==> config.mk <==
export PLATFORM = sky130hd
export DESIGN_NAME = dot_acc
export DESIGN_NICKNAME = d
export VERILOG_FILES = /design/src/rtl/dot_acc_pkg.sv /design/src/rtl/dot_acc_fifo.sv /design/src/rtl/dot_acc.sv
export SDC_FILE = /design/constraint.sdc
export NUM_CORES = 1
export LEC_CHECK = 0
export BUFFER_PORTS_ARGS = -buffer_cell sky130_fd_sc_hd__buf_2
export CAP_MARGIN = 20
export CORE_UTILIZATION = 35
export DETAILED_ROUTE_END_ITERATION = 8
export PLACE_DENSITY = 0.57
export SLEW_MARGIN = 30
export SYNTH_ARGS = -nofsm -noshare
export SYNTH_HDL_FRONTEND = slang
export SYNTH_SLANG_ARGS = --single-unit
==> constraint.sdc <==
create_clock -name clk -period 9.37 [get_ports clk]
set_clock_uncertainty 0.2 [all_clocks]
set_input_delay 0.937 -clock clk [delete_from_list [all_inputs] [get_ports clk]]
set_output_delay 0.937 -clock clk [all_outputs]
set_load 0.05 [all_outputs]
==> src/rtl/dot_acc_pkg.sv <==
// Shared constants and the default-width result record for the dot-product accumulator.
package dot_acc_pkg;

  localparam int MUL_LAT   = 2;
  localparam int RES_DEPTH = 2;
  localparam int RES_CNT_W = $clog2(RES_DEPTH + 1);

  localparam int DEF_ACC_W = 16;
  localparam int DEF_CNT_W = 8;

  // Result record at the default widths; the top re-declares it at its own widths.
  typedef struct packed {
    logic [DEF_ACC_W-1:0] data;
    logic                 ovf;
    logic [DEF_CNT_W-1:0] cnt;
  } res_t;

endpackage

==> src/rtl/dot_acc_fifo.sv <==
// Small synchronous FIFO of result records; push and pop may coincide at any occupancy.
module dot_acc_fifo
  import dot_acc_pkg::*;
#(
  parameter type rec_t = res_t
) (
  input  logic                 clk,
  input  logic                 rst_n,
  input  logic                 push_i,
  input  logic                 pop_i,
  input  rec_t                 wdata_i,
  output rec_t                 rdata_o,
  output logic [RES_CNT_W-1:0] count_o
);

  localparam int PTR_W = $clog2(RES_DEPTH);

  rec_t                 mem_q [RES_DEPTH];
  logic [PTR_W-1:0]     wr_ptr_q;
  logic [PTR_W-1:0]     rd_ptr_q;
  logic [RES_CNT_W-1:0] count_q;

  always_ff @(posedge clk or negedge rst_n) begin
    if (!rst_n) begin
      for (int i = 0; i < RES_DEPTH; i++) mem_q[i] <= '0;
      wr_ptr_q <= '0;
      rd_ptr_q <= '0;
      count_q  <= '0;
    end else begin
      if (push_i) begin
        mem_q[wr_ptr_q] <= wdata_i;
        wr_ptr_q        <= wr_ptr_q + PTR_W'(1);
      end
      if (pop_i) rd_ptr_q <= rd_ptr_q + PTR_W'(1);
      count_q <= count_q + RES_CNT_W'(push_i) - RES_CNT_W'(pop_i);
    end
  end

  assign rdata_o = mem_q[rd_ptr_q];
  assign count_o = count_q;

endmodule

==> src/rtl/dot_acc.sv <==
// Saturating dot-product accumulator aligned to a 2-stage multiplier, with a credit-managed
// result FIFO. Handshake: a transfer happens on a cycle where valid and ready are both high.
module dot_acc
  import dot_acc_pkg::*;
#(
  parameter int SIZE  = 4,
  parameter int ACC_W = 16,
  parameter int CNT_W = 8
) (
  input  logic              clk,
  input  logic              rst_n,
  input  logic              in_valid,
  input  logic              in_last,
  output logic              in_ready,
  input  logic [2*SIZE-1:0] prod,
  output logic              res_valid,
  input  logic              res_ready,
  output logic [ACC_W-1:0]  res_data,
  output logic              res_ovf,
  output logic [CNT_W-1:0]  res_cnt
);

  localparam int SUM_W = ACC_W + 1;
  localparam int CR_W  = $clog2(RES_DEPTH + MUL_LAT + 1);

  typedef struct packed {
    logic [ACC_W-1:0] data;
    logic             ovf;
    logic [CNT_W-1:0] cnt;
  } rec_t;

  logic [MUL_LAT-1:0]   tag_v_q;
  logic [MUL_LAT-1:0]   tag_l_q;
  logic [ACC_W-1:0]     acc_q;
  logic                 ovf_q;
  logic [CNT_W-1:0]     cnt_q;
  logic                 first_q;

  logic                 issue;
  logic                 beat;
  logic                 push;
  logic                 pop;
  logic [SUM_W-1:0]     sum_wide;
  logic [ACC_W-1:0]     sum_d;
  logic                 ovf_d;
  logic [CNT_W-1:0]     cnt_d;
  logic [CR_W-1:0]      lasts_in_flight;
  logic [CR_W-1:0]      credit_used;
  logic [RES_CNT_W-1:0] fifo_count;
  rec_t                 push_rec;
  rec_t                 head_rec;

  assign issue = in_valid & in_ready;
  assign beat  = tag_v_q[MUL_LAT-1];
  assign push  = beat & tag_l_q[MUL_LAT-1];
  assign pop   = res_valid & res_ready;

  // Every last in flight reserves a FIFO slot, so a push can never meet a full FIFO.
  always_comb begin
    lasts_in_flight = '0;
    for (int i = 0; i < MUL_LAT; i++)
      lasts_in_flight = lasts_in_flight + CR_W'(tag_v_q[i] & tag_l_q[i]);
    credit_used = CR_W'(fifo_count) + lasts_in_flight;
  end

  assign in_ready = (credit_used < CR_W'(RES_DEPTH));

  always_comb begin
    sum_wide = (first_q ? {SUM_W{1'b0}} : {1'b0, acc_q}) + SUM_W'(prod);
    sum_d    = sum_wide[ACC_W] ? {ACC_W{1'b1}} : sum_wide[ACC_W-1:0];
    ovf_d    = (~first_q & ovf_q) | sum_wide[ACC_W];
    cnt_d    = first_q ? CNT_W'(1) : ((&cnt_q) ? cnt_q : cnt_q + CNT_W'(1));
  end

  always_ff @(posedge clk or negedge rst_n) begin
    if (!rst_n) begin
      tag_v_q <= '0;
      tag_l_q <= '0;
      acc_q   <= '0;
      ovf_q   <= 1'b0;
      cnt_q   <= '0;
      first_q <= 1'b1;
    end else begin
      tag_v_q <= {tag_v_q[MUL_LAT-2:0], issue};
      tag_l_q <= {tag_l_q[MUL_LAT-2:0], in_last};
      if (beat) begin
        if (push) begin
          acc_q   <= '0;
          ovf_q   <= 1'b0;
          cnt_q   <= '0;
          first_q <= 1'b1;
        end else begin
          acc_q   <= sum_d;
          ovf_q   <= ovf_d;
          cnt_q   <= cnt_d;
          first_q <= 1'b0;
        end
      end
    end
  end

  assign push_rec = {sum_d, ovf_d, cnt_d};

  dot_acc_fifo #(
    .rec_t (rec_t)
  ) u_fifo (
    .clk     (clk),
    .rst_n   (rst_n),
    .push_i  (push),
    .pop_i   (pop),
    .wdata_i (push_rec),
    .rdata_o (head_rec),
    .count_o (fifo_count)
  );

  assign res_valid = (fifo_count != '0);
  assign res_data  = head_rec.data;
  assign res_ovf   = head_rec.ovf;
  assign res_cnt   = head_rec.cnt;

  a_no_push_when_full: assert property (@(posedge clk) disable iff (!rst_n)
    push |-> (fifo_count < RES_CNT_W'(RES_DEPTH)));

endmodule
==> results of run 1 <==
[worst max-delay path by stage]
stage	start	end	slack [ns]
CTS	first_q	acc_q[13]	5.93
global route	first_q	acc_q[11]	5.65
global placement	prod[0]	acc_q[13]	6.02
floorplan	first_q	acc_q[13]	6.08
detailed placement	first_q	acc_q[11]	5.95
finish	first_q	acc_q[13]	5.89
[critical path: cells and delay by family, from the launching register on]
kind	cells	cell delay, ns
AOI/OAI and AO/OA	3	0.91
and+or+nand+nor	4	0.66
DFF	1	0.92
adders and majority gates	2	0.66
[synthesized netlist by cell type (3+ instances only)]
cell                        count
sky130_fd_sc_hd__and2_1         6
sky130_fd_sc_hd__buf_1          3
sky130_fd_sc_hd__clkbuf_1      18
sky130_fd_sc_hd__dfrtp_1       83
sky130_fd_sc_hd__o21ai_0       36
sky130_fd_sc_hd__a211oi_1       3
sky130_fd_sc_hd__nand3_1        9
sky130_fd_sc_hd__inv_1          7
sky130_fd_sc_hd__o21ai_1        3
sky130_fd_sc_hd__ha_1          12
sky130_fd_sc_hd__a21oi_1       15
sky130_fd_sc_hd__xnor2_1        8
sky130_fd_sc_hd__a21o_1         6
sky130_fd_sc_hd__o2bb2ai_1     15
sky130_fd_sc_hd__o31ai_1       11
sky130_fd_sc_hd__a31oi_1        5
sky130_fd_sc_hd__buf_2          3
sky130_fd_sc_hd__mux2i_1        4
sky130_fd_sc_hd__mux2_2        26
sky130_fd_sc_hd__o211ai_1       3
sky130_fd_sc_hd__nand4_1        6
sky130_fd_sc_hd__xor2_1         7
sky130_fd_sc_hd__nor2_1        30
sky130_fd_sc_hd__nor2b_1       11
sky130_fd_sc_hd__o22a_1         3
sky130_fd_sc_hd__and3_1         5
sky130_fd_sc_hd__nand2_1       66
[stage by stage]
stage / cells / setup slack, ns / hold slack, ns / power [W] / utilization
finish: 635 / 5.89 / 0.168 / 0.00164 / 0.410
global route: 635 / 5.65 / 0.187 / 0.00176 / 0.410
CTS: 635 / 5.93 / 0.172 / 0.00166 / 0.410
detailed placement: 619 / 5.95 / 0.159 / 0.00132 / 0.386
global placement: 619 / 6.02 / 0.158 / 0.00130 / 0.386
floorplan: 436 / 6.08 / 0.146 / 0.00114 / -
[power breakdown]
part | internal (W) | switching [W]
registers | 0.000479 | 0.000101
logic | 0.000239 | 0.000486
clock network | 0.000189 | 0.000151
total | 0.000907 | 0.000738
[cell families (layout without fill, tap and decap cells)]
kind of cell,Yosys count,count (layout),synth area share
compound gates,113,113,0.176
fa+ha+maj,13,13,0.0391
buf+inv,33,64,0.0328
simple gates,148,148,0.161
mux,30,30,0.0765
xor+xnor,15,15,0.0302
flops,84,84,0.484
[sequential cells by signal (all words and copies together), names as in the netlist, 2 cells and up]
name / count
acc_q: 16
cnt_q: 8
tag_v_q: 2
u_fifo.count_o: 2
u_fifo.mem_q: 50
tag_l_q: 2
[final cells by class]
class / count / area, um^2 / share of cell area
sequential: 84 / 2100 / 0.425
clock inverter: 6 / 48.8 / 0.00986
inverter: 7 / 26.3 / 0.00531
timing repair buffer: 41 / 216 / 0.0438
tap: 168 / 210 / 0.0425
multi-input combinational: 319 / 2100 / 0.425
clock buffer: 10 / 239 / 0.0483
[per-layer routing]
layer / up-vias / track usage / part of all wire
met5: - / 0 / 0
met1: 1573 / 0.236 / 0.49
li1: 1607 / - / -
met4: 0 / 0.0781 / 0.020
met2: 61 / 0.263 / 0.46
met3: 13 / 0.0223 / 0.030
==> impl_results.html, run 1 <==
<table>
<tr><th>Metric</th><th>Value</th></tr>
<tr><th colspan="2">Synthesis</th></tr>
<tr><td>Post-Syn Instances</td><td>around 440</td></tr>
<tr><td>Most area-hungry cell type in the Yosys netlist</td><td>sky130_fd_sc_hd__dfrtp_1</td></tr>
<tr><td>Post-synthesis instance area</td><td>4350 um^2</td></tr>
<tr><td>Number of synthesized flops with an enable pin</td><td>0</td></tr>
<tr><td>Yosys synthesis warning count</td><td>0</td></tr>
<tr><td>Post-synth top area share</td><td>0.478</td></tr>
<tr><td>Most used flip-flop cell after synthesis</td><td>sky130_fd_sc_hd__dfrtp_1</td></tr>
<tr><td>Proportion of synthesized flip-flops having asynchronous set or reset</td><td>1.00</td></tr>
<tr><td>Part of the Yosys area used for sequential elements</td><td>0.484</td></tr>
<tr><td>Average size of a mapped cell</td><td>9.98 um^2</td></tr>
<tr><td>Biggest area contributors in the synthesized netlist</td><td>sky130_fd_sc_hd__dfrtp_1 48%, sky130_fd_sc_hd__mux2_2 6.7%, sky130_fd_sc_hd__nand2_1 5.7%, sky130_fd_sc_hd__o21ai_0 4.1%, sky130_fd_sc_hd__ha_1 3.5%</td></tr>
<tr><td>Post-synth cell types</td><td>51</td></tr>
<tr><td>Mapped Nets</td><td>462</td></tr>
<tr><td>Seq cells post-synth</td><td>84</td></tr>
<tr><th colspan="2">Finish</th></tr>
<tr><td># diodes</td><td>0</td></tr>
<tr><td>FILL cells</td><td>between 1000 and 1500</td></tr>
<tr><td>Design Area, Final</td><td>4950 um^2</td></tr>
<tr><td>Proportion of layout cells with a drive suffix above 1</td><td>0.197</td></tr>
<tr><td>Leading cell types in the layout, fill and taps excluded</td><td>83 x sky130_fd_sc_hd__dfrtp_1, 66 x sky130_fd_sc_hd__nand2_1, 38 x sky130_fd_sc_hd__buf_2</td></tr>
<tr><td>Most frequent standard cell in the layout excluding fill and tap cells</td><td>sky130_fd_sc_hd__dfrtp_1</td></tr>
<tr><td>Layout net count</td><td>488</td></tr>
<tr><td>Growth of design area from synthesis to finish</td><td>13.8%</td></tr>
<tr><th colspan="2">Place</th></tr>
<tr><td>Port Buffer Count</td><td>39</td></tr>
<tr><td>Cell area reported after detailed placement</td><td>4660 um^2</td></tr>
<tr><td>Global placement routability congestion</td><td>about 0.86</td></tr>
<tr><td>DPL Wire Length</td><td>6.58 mm</td></tr>
<tr><th colspan="2">Worst setup path</th></tr>
<tr><td>Crit path kind</td><td>flip-flop to flip-flop</td></tr>
<tr><td>CP cell instances</td><td>nor2b_1, ha_1, fa_1, a211oi_1, o211ai_2, and4_1, nand2_1, nor2_1, a2111o_1</td></tr>
<tr><td>Type of origin of the critical path</td><td>flip-flop</td></tr>
<tr><td>Worst setup slack for register-to-register paths</td><td>5.89 ns</td></tr>
<tr><td>Startpoint of the lowest-slack register-to-register path</td><td>first_q</td></tr>
<tr><td>Data arrival time of the worst path</td><td>3.50 ns</td></tr>
<tr><td>Endpoint of the worst-slack reg-to-reg timing path</td><td>acc_q[13]</td></tr>
<tr><td>Element type at the critical path end</td><td>flip-flop</td></tr>
<tr><td>Crit path max-delay cell type</td><td>sky130_fd_sc_hd__dfstp_2</td></tr>
<tr><td>Critical path's largest stage delay</td><td>0.92 ns</td></tr>
<tr><td>Worst Reg-to-Reg Cells</td><td>9</td></tr>
<tr><td>Required time reported for the critical path endpoint</td><td>between 9 and 10 ns</td></tr>
<tr><td>Crit-path max FO</td><td>32</td></tr>
<tr><th colspan="2">Run</th></tr>
<tr><td>Max cap viols</td><td>0</td></tr>
<tr><th colspan="2">Clock tree</th></tr>
<tr><td>Clock tree from TritonCTS</td><td>done</td></tr>
<tr><td>Setup Buffers After CTS</td><td>0</td></tr>
<tr><td>Clock latency on the worst-skew pair</td><td>0.34 ns</td></tr>
<tr><td>Root buf cell</td><td>sky130_fd_sc_hd__clkbuf_16</td></tr>
<tr><td>Post_cts resized</td><td>0</td></tr>
<tr><td>Cts bufs inserted</td><td>9</td></tr>
<tr><td>Clk sink count</td><td>84</td></tr>
<tr><td>H-tree level count</td><td>3</td></tr>
<tr><td>Clock Pin Slew Worst Setup and Hold Paths</td><td>0.06 ns</td></tr>
<tr><td>Buffer depth of the longest clock path</td><td>2</td></tr>
<tr><td>Cts hold-fix bufs</td><td>0</td></tr>
<tr><th colspan="2">GRT</th></tr>
<tr><td>Largest net degree at the start of global routing</td><td>85</td></tr>
<tr><td>Vias in the first global route</td><td>3312</td></tr>
<tr><td>Global router's overall resource usage</td><td>0.170</td></tr>
<tr><td>Wire length of the first global-routing pass</td><td>17.0 mm</td></tr>
<tr><td>Total grt overflow</td><td>0</td></tr>
<tr><td>Initial antenna violation count</td><td>0</td></tr>
<tr><th colspan="2">Power</th></tr>
<tr><td>Power density of the placed cells</td><td>approximately 330 nW/um^2</td></tr>
<tr><td>Static leakage</td><td>around 2.3 nW</td></tr>
<tr><td>Peak VDD IR</td><td>117 uV</td></tr>
<tr><th colspan="2">STA</th></tr>
<tr><td>Final Max Slew Viols</td><td>0</td></tr>
<tr><td>Total Negative Setup Slacks</td><td>0 ns</td></tr>
<tr><td>Shortest clock period the worst path allows after layout</td><td>between 3 and 4 ns</td></tr>
<tr><td>Setup repair after global routing missed its margin</td><td>no</td></tr>
<tr><td>Number of endpoints failing setup at the final stage</td><td>0</td></tr>
<tr><td>Final count of hold timing violations</td><td>0</td></tr>
<tr><td>Final period utilization</td><td>0.372</td></tr>
<tr><td>Maximum clock frequency</td><td>between 0.2 and 0.3 GHz</td></tr>
<tr><td>Slew of the pin with the lowest slew margin</td><td>just under 0.9 ns</td></tr>
<tr><td>Max-Slew Margin vs Limit</td><td>0.412</td></tr>
<tr><th colspan="2">Routing</th></tr>
<tr><td>DR iter-0 viols</td><td>~180</td></tr>
<tr><td># DRC</td><td>0</td></tr>
<tr><td>Average wire length per cell after detail routing</td><td>15.7 um</td></tr>
<tr><td>Detailed Routing Iterations Pass 1</td><td>4</td></tr>
<tr><td>Final antenna-violating net count</td><td>0</td></tr>
<tr><td>Total routed wirelength</td><td>10.0 mm</td></tr>
<tr><td>Post-DR vias/cell</td><td>~5</td></tr>
<tr><td>Overall via count from detail_route</td><td>approximately 3300</td></tr>
<tr><th colspan="2">Min path</th></tr>
<tr><td>Number of cells on the worst hold path</td><td>0</td></tr>
<tr><td>Hold WC Path Type</td><td>flip-flop to flip-flop</td></tr>
<tr><td>Hold_sp</td><td>tag_l_q[0]</td></tr>
<tr><td>Worst Hold Path EP</td><td>tag_l_q[1]</td></tr>
<tr><th colspan="2">Die</th></tr>
<tr><td>Rows</td><td>40</td></tr>
<tr><td>Die ar.</td><td>between 10000 and 15000 um^2</td></tr>
<tr><td>Die Y</td><td>113 um</td></tr>
<tr><td>I/O pin total</td><td>40</td></tr>
<tr><td>CORE AREA</td><td>12100 um^2</td></tr>
<tr><td>X dimension of the die</td><td>113 um</td></tr>
<tr><td>Initial core utilization</td><td>0.361</td></tr>
<tr><th colspan="2">Status</th></tr>
<tr><td>Run status</td><td>complete, no violations</td></tr>
</table>
Power figures use the tool's default switching activity.
==> inputs of run 2 (changes only) <==
PLACE_DENSITY = 0.59   (was 0.57)
clock period = 3.2 ns   (was 9.37 ns; I/O delays follow)
==> run 2 against run 1 <==
  * Register-to-register slack worse by 5.7 ns
  * Sequential share of layout area is 0.74 points lower
  * Power grew to 3.0 times the previous value
  * Cell count is 0.79% higher
  * Clock-buffer cell count stayed put
  * Global-route usage is 0.64 points lower
  * Setup slack worse by 5.7 ns
  * Utilization is 0.73 points higher
  * Critical path depth stayed put
  * Critical path type unchanged
  * Highest routed layer unchanged
==> impl_results.html, run 2 (synthesis results as in run 1) <==
<table>
<tr><th>Metric</th><th>Value</th></tr>
<tr><th colspan="2">Status</th></tr>
<tr><td>Run status</td><td>complete, no violations</td></tr>
<tr><th colspan="2">Finish</th></tr>
<tr><td># diodes</td><td>0 (unchanged)</td></tr>
<tr><td>Most frequent standard cell in the layout excluding fill and tap cells</td><td>sky130_fd_sc_hd__dfrtp_1</td></tr>
<tr><td>Largest reg by FF count</td><td>u_fifo.mem_q</td></tr>
<tr><td>Total area of multi-input combinational cells</td><td>2120 um^2 (+0.71%)</td></tr>
<tr><td>Growth of design area from synthesis to finish</td><td>15.8%</td></tr>
<tr><td>Top flop regs</td><td>u_fifo.mem_q: 50 flops, acc_q: 16 flops, cnt_q: 8 flops</td></tr>
<tr><td>Proportion of layout cells with a drive suffix above 1</td><td>0.203 (+0.00639)</td></tr>
<tr><td>Final cell utilization of the core</td><td>0.417 (+0.00726)</td></tr>
<tr><td>Number of flip-flops under the largest register name</td><td>50 (unchanged)</td></tr>
<tr><td>Layout net count</td><td>493 (+1.0%)</td></tr>
<tr><td>FILL cells</td><td>1171 (-0.085%)</td></tr>
<tr><td>Sequential cell area</td><td>2100 um^2 (unchanged)</td></tr>
<tr><td>Leading cell types in the layout, fill and taps excluded</td><td>83 x sky130_fd_sc_hd__dfrtp_1, 66 x sky130_fd_sc_hd__nand2_1, 38 x sky130_fd_sc_hd__buf_2</td></tr>
<tr><th colspan="2">Worst setup path</th></tr>
<tr><td>Element type at the critical path end</td><td>flip-flop</td></tr>
<tr><td>Data arrival time of the worst path</td><td>3.04 ns (-0.46 ns)</td></tr>
<tr><td>Buf/Inv on CP</td><td>0 (unchanged)</td></tr>
<tr><td>Critical path's largest stage delay</td><td>0.61 ns (-0.31 ns)</td></tr>
<tr><td>Worst Reg-to-Reg Cells</td><td>9 (unchanged)</td></tr>
<tr><td>Type of origin of the critical path</td><td>flip-flop</td></tr>
<tr><td>Crit path kind</td><td>flip-flop to flip-flop</td></tr>
<tr><td>Crit path max-delay cell type</td><td>sky130_fd_sc_hd__dfstp_2</td></tr>
<tr><td>Depth of the critical timing path with buffers and inverters included</td><td>9 (unchanged)</td></tr>
<tr><td>Crit-path max FO</td><td>8 (-75%)</td></tr>
<tr><td>Crit-path leading delay family</td><td>compound AO/OA/AOI/OAI gates</td></tr>
<tr><td>CP cell instances</td><td>nor2b_1, ha_1, fa_1, a211oi_1, o211ai_2, and4_1, nand2_1, nor2_1, a2111o_1</td></tr>
<tr><td>Required time reported for the critical path endpoint</td><td>3.21 ns (-6.18 ns)</td></tr>
<tr><th colspan="2">STA</th></tr>
<tr><td>Maximum clock frequency</td><td>0.331 GHz (+15%)</td></tr>
<tr><td>Total Negative Setup Slacks</td><td>0 ns (unchanged)</td></tr>
<tr><td>Final count of hold timing violations</td><td>0 (unchanged)</td></tr>
<tr><td>Final period utilization</td><td>0.944 (+0.573)</td></tr>
<tr><td>Slew of the pin with the lowest slew margin</td><td>0.863 ns (-0.0181 ns)</td></tr>
<tr><td>Shortest clock period the worst path allows after layout</td><td>3.02 ns (-0.460 ns)</td></tr>
<tr><td>Max-Slew Margin vs Limit</td><td>0.424 (+0.0120)</td></tr>
<tr><td>Final Max Slew Viols</td><td>0 (unchanged)</td></tr>
<tr><td>Setup repair after global routing missed its margin</td><td>no</td></tr>
<tr><td>Number of endpoints failing setup at the final stage</td><td>0 (unchanged)</td></tr>
<tr><th colspan="2">Power</th></tr>
<tr><td>Power density of the placed cells</td><td>979 nW/um^2 (+190%)</td></tr>
<tr><td>Peak VDD IR</td><td>289 uV (+150%)</td></tr>
<tr><td>Static leakage</td><td>2.34 nW (+2.0%)</td></tr>
<tr><th colspan="2">Clock tree</th></tr>
<tr><td>H-tree level count</td><td>3 (unchanged)</td></tr>
<tr><td>Clk sink count</td><td>84 (unchanged)</td></tr>
<tr><td>Buffer depth of the longest clock path</td><td>2 (unchanged)</td></tr>
<tr><td>Root buf cell</td><td>sky130_fd_sc_hd__clkbuf_16</td></tr>
<tr><td>Clock Pin Slew Worst Setup and Hold Paths</td><td>0.06 ns (about the same)</td></tr>
<tr><td>Cts bufs inserted</td><td>9 (unchanged)</td></tr>
<tr><td>Clock tree from TritonCTS</td><td>done</td></tr>
<tr><td>Clock latency on the worst-skew pair</td><td>0.33 ns (about the same)</td></tr>
<tr><th colspan="2">Run</th></tr>
<tr><td>Max cap viols</td><td>0 (unchanged)</td></tr>
<tr><th colspan="2">GRT</th></tr>
<tr><td>Largest net degree at the start of global routing</td><td>85 (unchanged)</td></tr>
<tr><td>Global router's overall resource usage</td><td>0.163 (-0.00637)</td></tr>
<tr><td>Wire length of the first global-routing pass</td><td>16.3 mm (-3.9%)</td></tr>
<tr><td>Vias in the first global route</td><td>3206 (-3.2%)</td></tr>
<tr><td>Total grt overflow</td><td>0 (unchanged)</td></tr>
<tr><td>Initial antenna violation count</td><td>0 (unchanged)</td></tr>
<tr><th colspan="2">Routing</th></tr>
<tr><td># DRC</td><td>0 (unchanged)</td></tr>
<tr><td>DR iter-0 viols</td><td>235 (+31%)</td></tr>
<tr><td>Average wire length per cell after detail routing</td><td>15.3 um (-3.1%)</td></tr>
<tr><td>Overall via count from detail_route</td><td>3291 (+1.1%)</td></tr>
<tr><td>Post-DR vias/cell</td><td>5.14 (+0.35%)</td></tr>
<tr><td>Detailed Routing Iterations Pass 1</td><td>5 (+1)</td></tr>
<tr><td>Total routed wirelength</td><td>9.77 mm (-2.3%)</td></tr>
<tr><td>Final antenna-violating net count</td><td>0 (unchanged)</td></tr>
<tr><th colspan="2">Die</th></tr>
<tr><td>CORE AREA</td><td>12100 um^2 (unchanged)</td></tr>
<tr><td>I/O pin total</td><td>40 (unchanged)</td></tr>
<tr><td>Die ar.</td><td>12900 um^2 (unchanged)</td></tr>
<tr><td>X dimension of the die</td><td>113 um (unchanged)</td></tr>
<tr><td>Rows</td><td>40 (unchanged)</td></tr>
<tr><td>Die Y</td><td>113 um (unchanged)</td></tr>
<tr><td>Initial core utilization</td><td>0.361 (unchanged)</td></tr>
<tr><th colspan="2">Place</th></tr>
<tr><td>Port Buffer Count</td><td>39 (unchanged)</td></tr>
<tr><td>DPL Wire Length</td><td>6.67 mm (+1.3%)</td></tr>
<tr><td>Global placement routability congestion</td><td>0.842 (-1.5%)</td></tr>
<tr><th colspan="2">Min path</th></tr>
<tr><td>Number of cells on the worst hold path</td><td>2 (+2)</td></tr>
<tr><td>Hold WC Path Type</td><td>input port to flip-flop</td></tr>
</table>
## run 2: worst paths after layout
check,from,endpoint,slack (ns)
max,first_q,acc_q[13],0.18
max in group asynchronous,rst_n,acc_q[8],1.89
min in group asynchronous,rst_n,u_fifo.mem_q[30],0.39
min reg2reg,tag_l_q[0],tag_l_q[1],0.17
min,in_valid,tag_v_q[0],0.03
max reg2reg,first_q,acc_q[13],0.18
## run 2: metal layers
layer	routed length (um)	vias to the layer above	GRT usage
li1	-	1609	-
met1	4550	1601	0.222
met2	4700	70	0.259
met3	379	11	0.0319
met4	138	0	0.0596
met5	0	-	0
## run 2: final cells by class
| type | count | share of cell area |
|---|---|---|
| multi-input cells | 320 | 0.421 |
| clock buffers | 10 | 0.0475 |
| repair buffers | 45 | 0.0500 |
| clock inverters | 6 | 0.0171 |
| well taps | 168 | 0.0417 |
| flip-flops and latches | 84 | 0.418 |
| inverters | 7 | 0.00522 |
## run 2: timing repair
item / CTS / global route
hold buffers: 2 / 0
gates resized for setup: 0 / 1
endpoints found under the hold margin: 84 / 0
buffers inserted: 0 / 0
endpoints found under the setup margin: 0 / 10
## run 2: where the power goes
group | internal, W | switching (W) | total, W | leakage, nW
sequential | 0.00140 | 0.000253 | 0.00166 | 1.08
combinational | 0.000710 | 0.00144 | 0.00215 | 1.09
clock | 0.000704 | 0.000416 | 0.00112 | 0.159
## run 2: metrics by stage
step	hold slack (ns)	cell area (um^2)	power [W]	std cells	setup WS, ns
floorplan	-0.176	4350	0.00334	436	0.00346
finish	0.0256	5030	0.00493	640	0.179
detailed placement	0.155	4670	0.00384	621	0.179
global placement	0.156	4670	0.00379	621	0.258
CTS	0.0190	5020	0.00498	639	0.157
global route	0.0250	5030	0.00525	640	0.0115
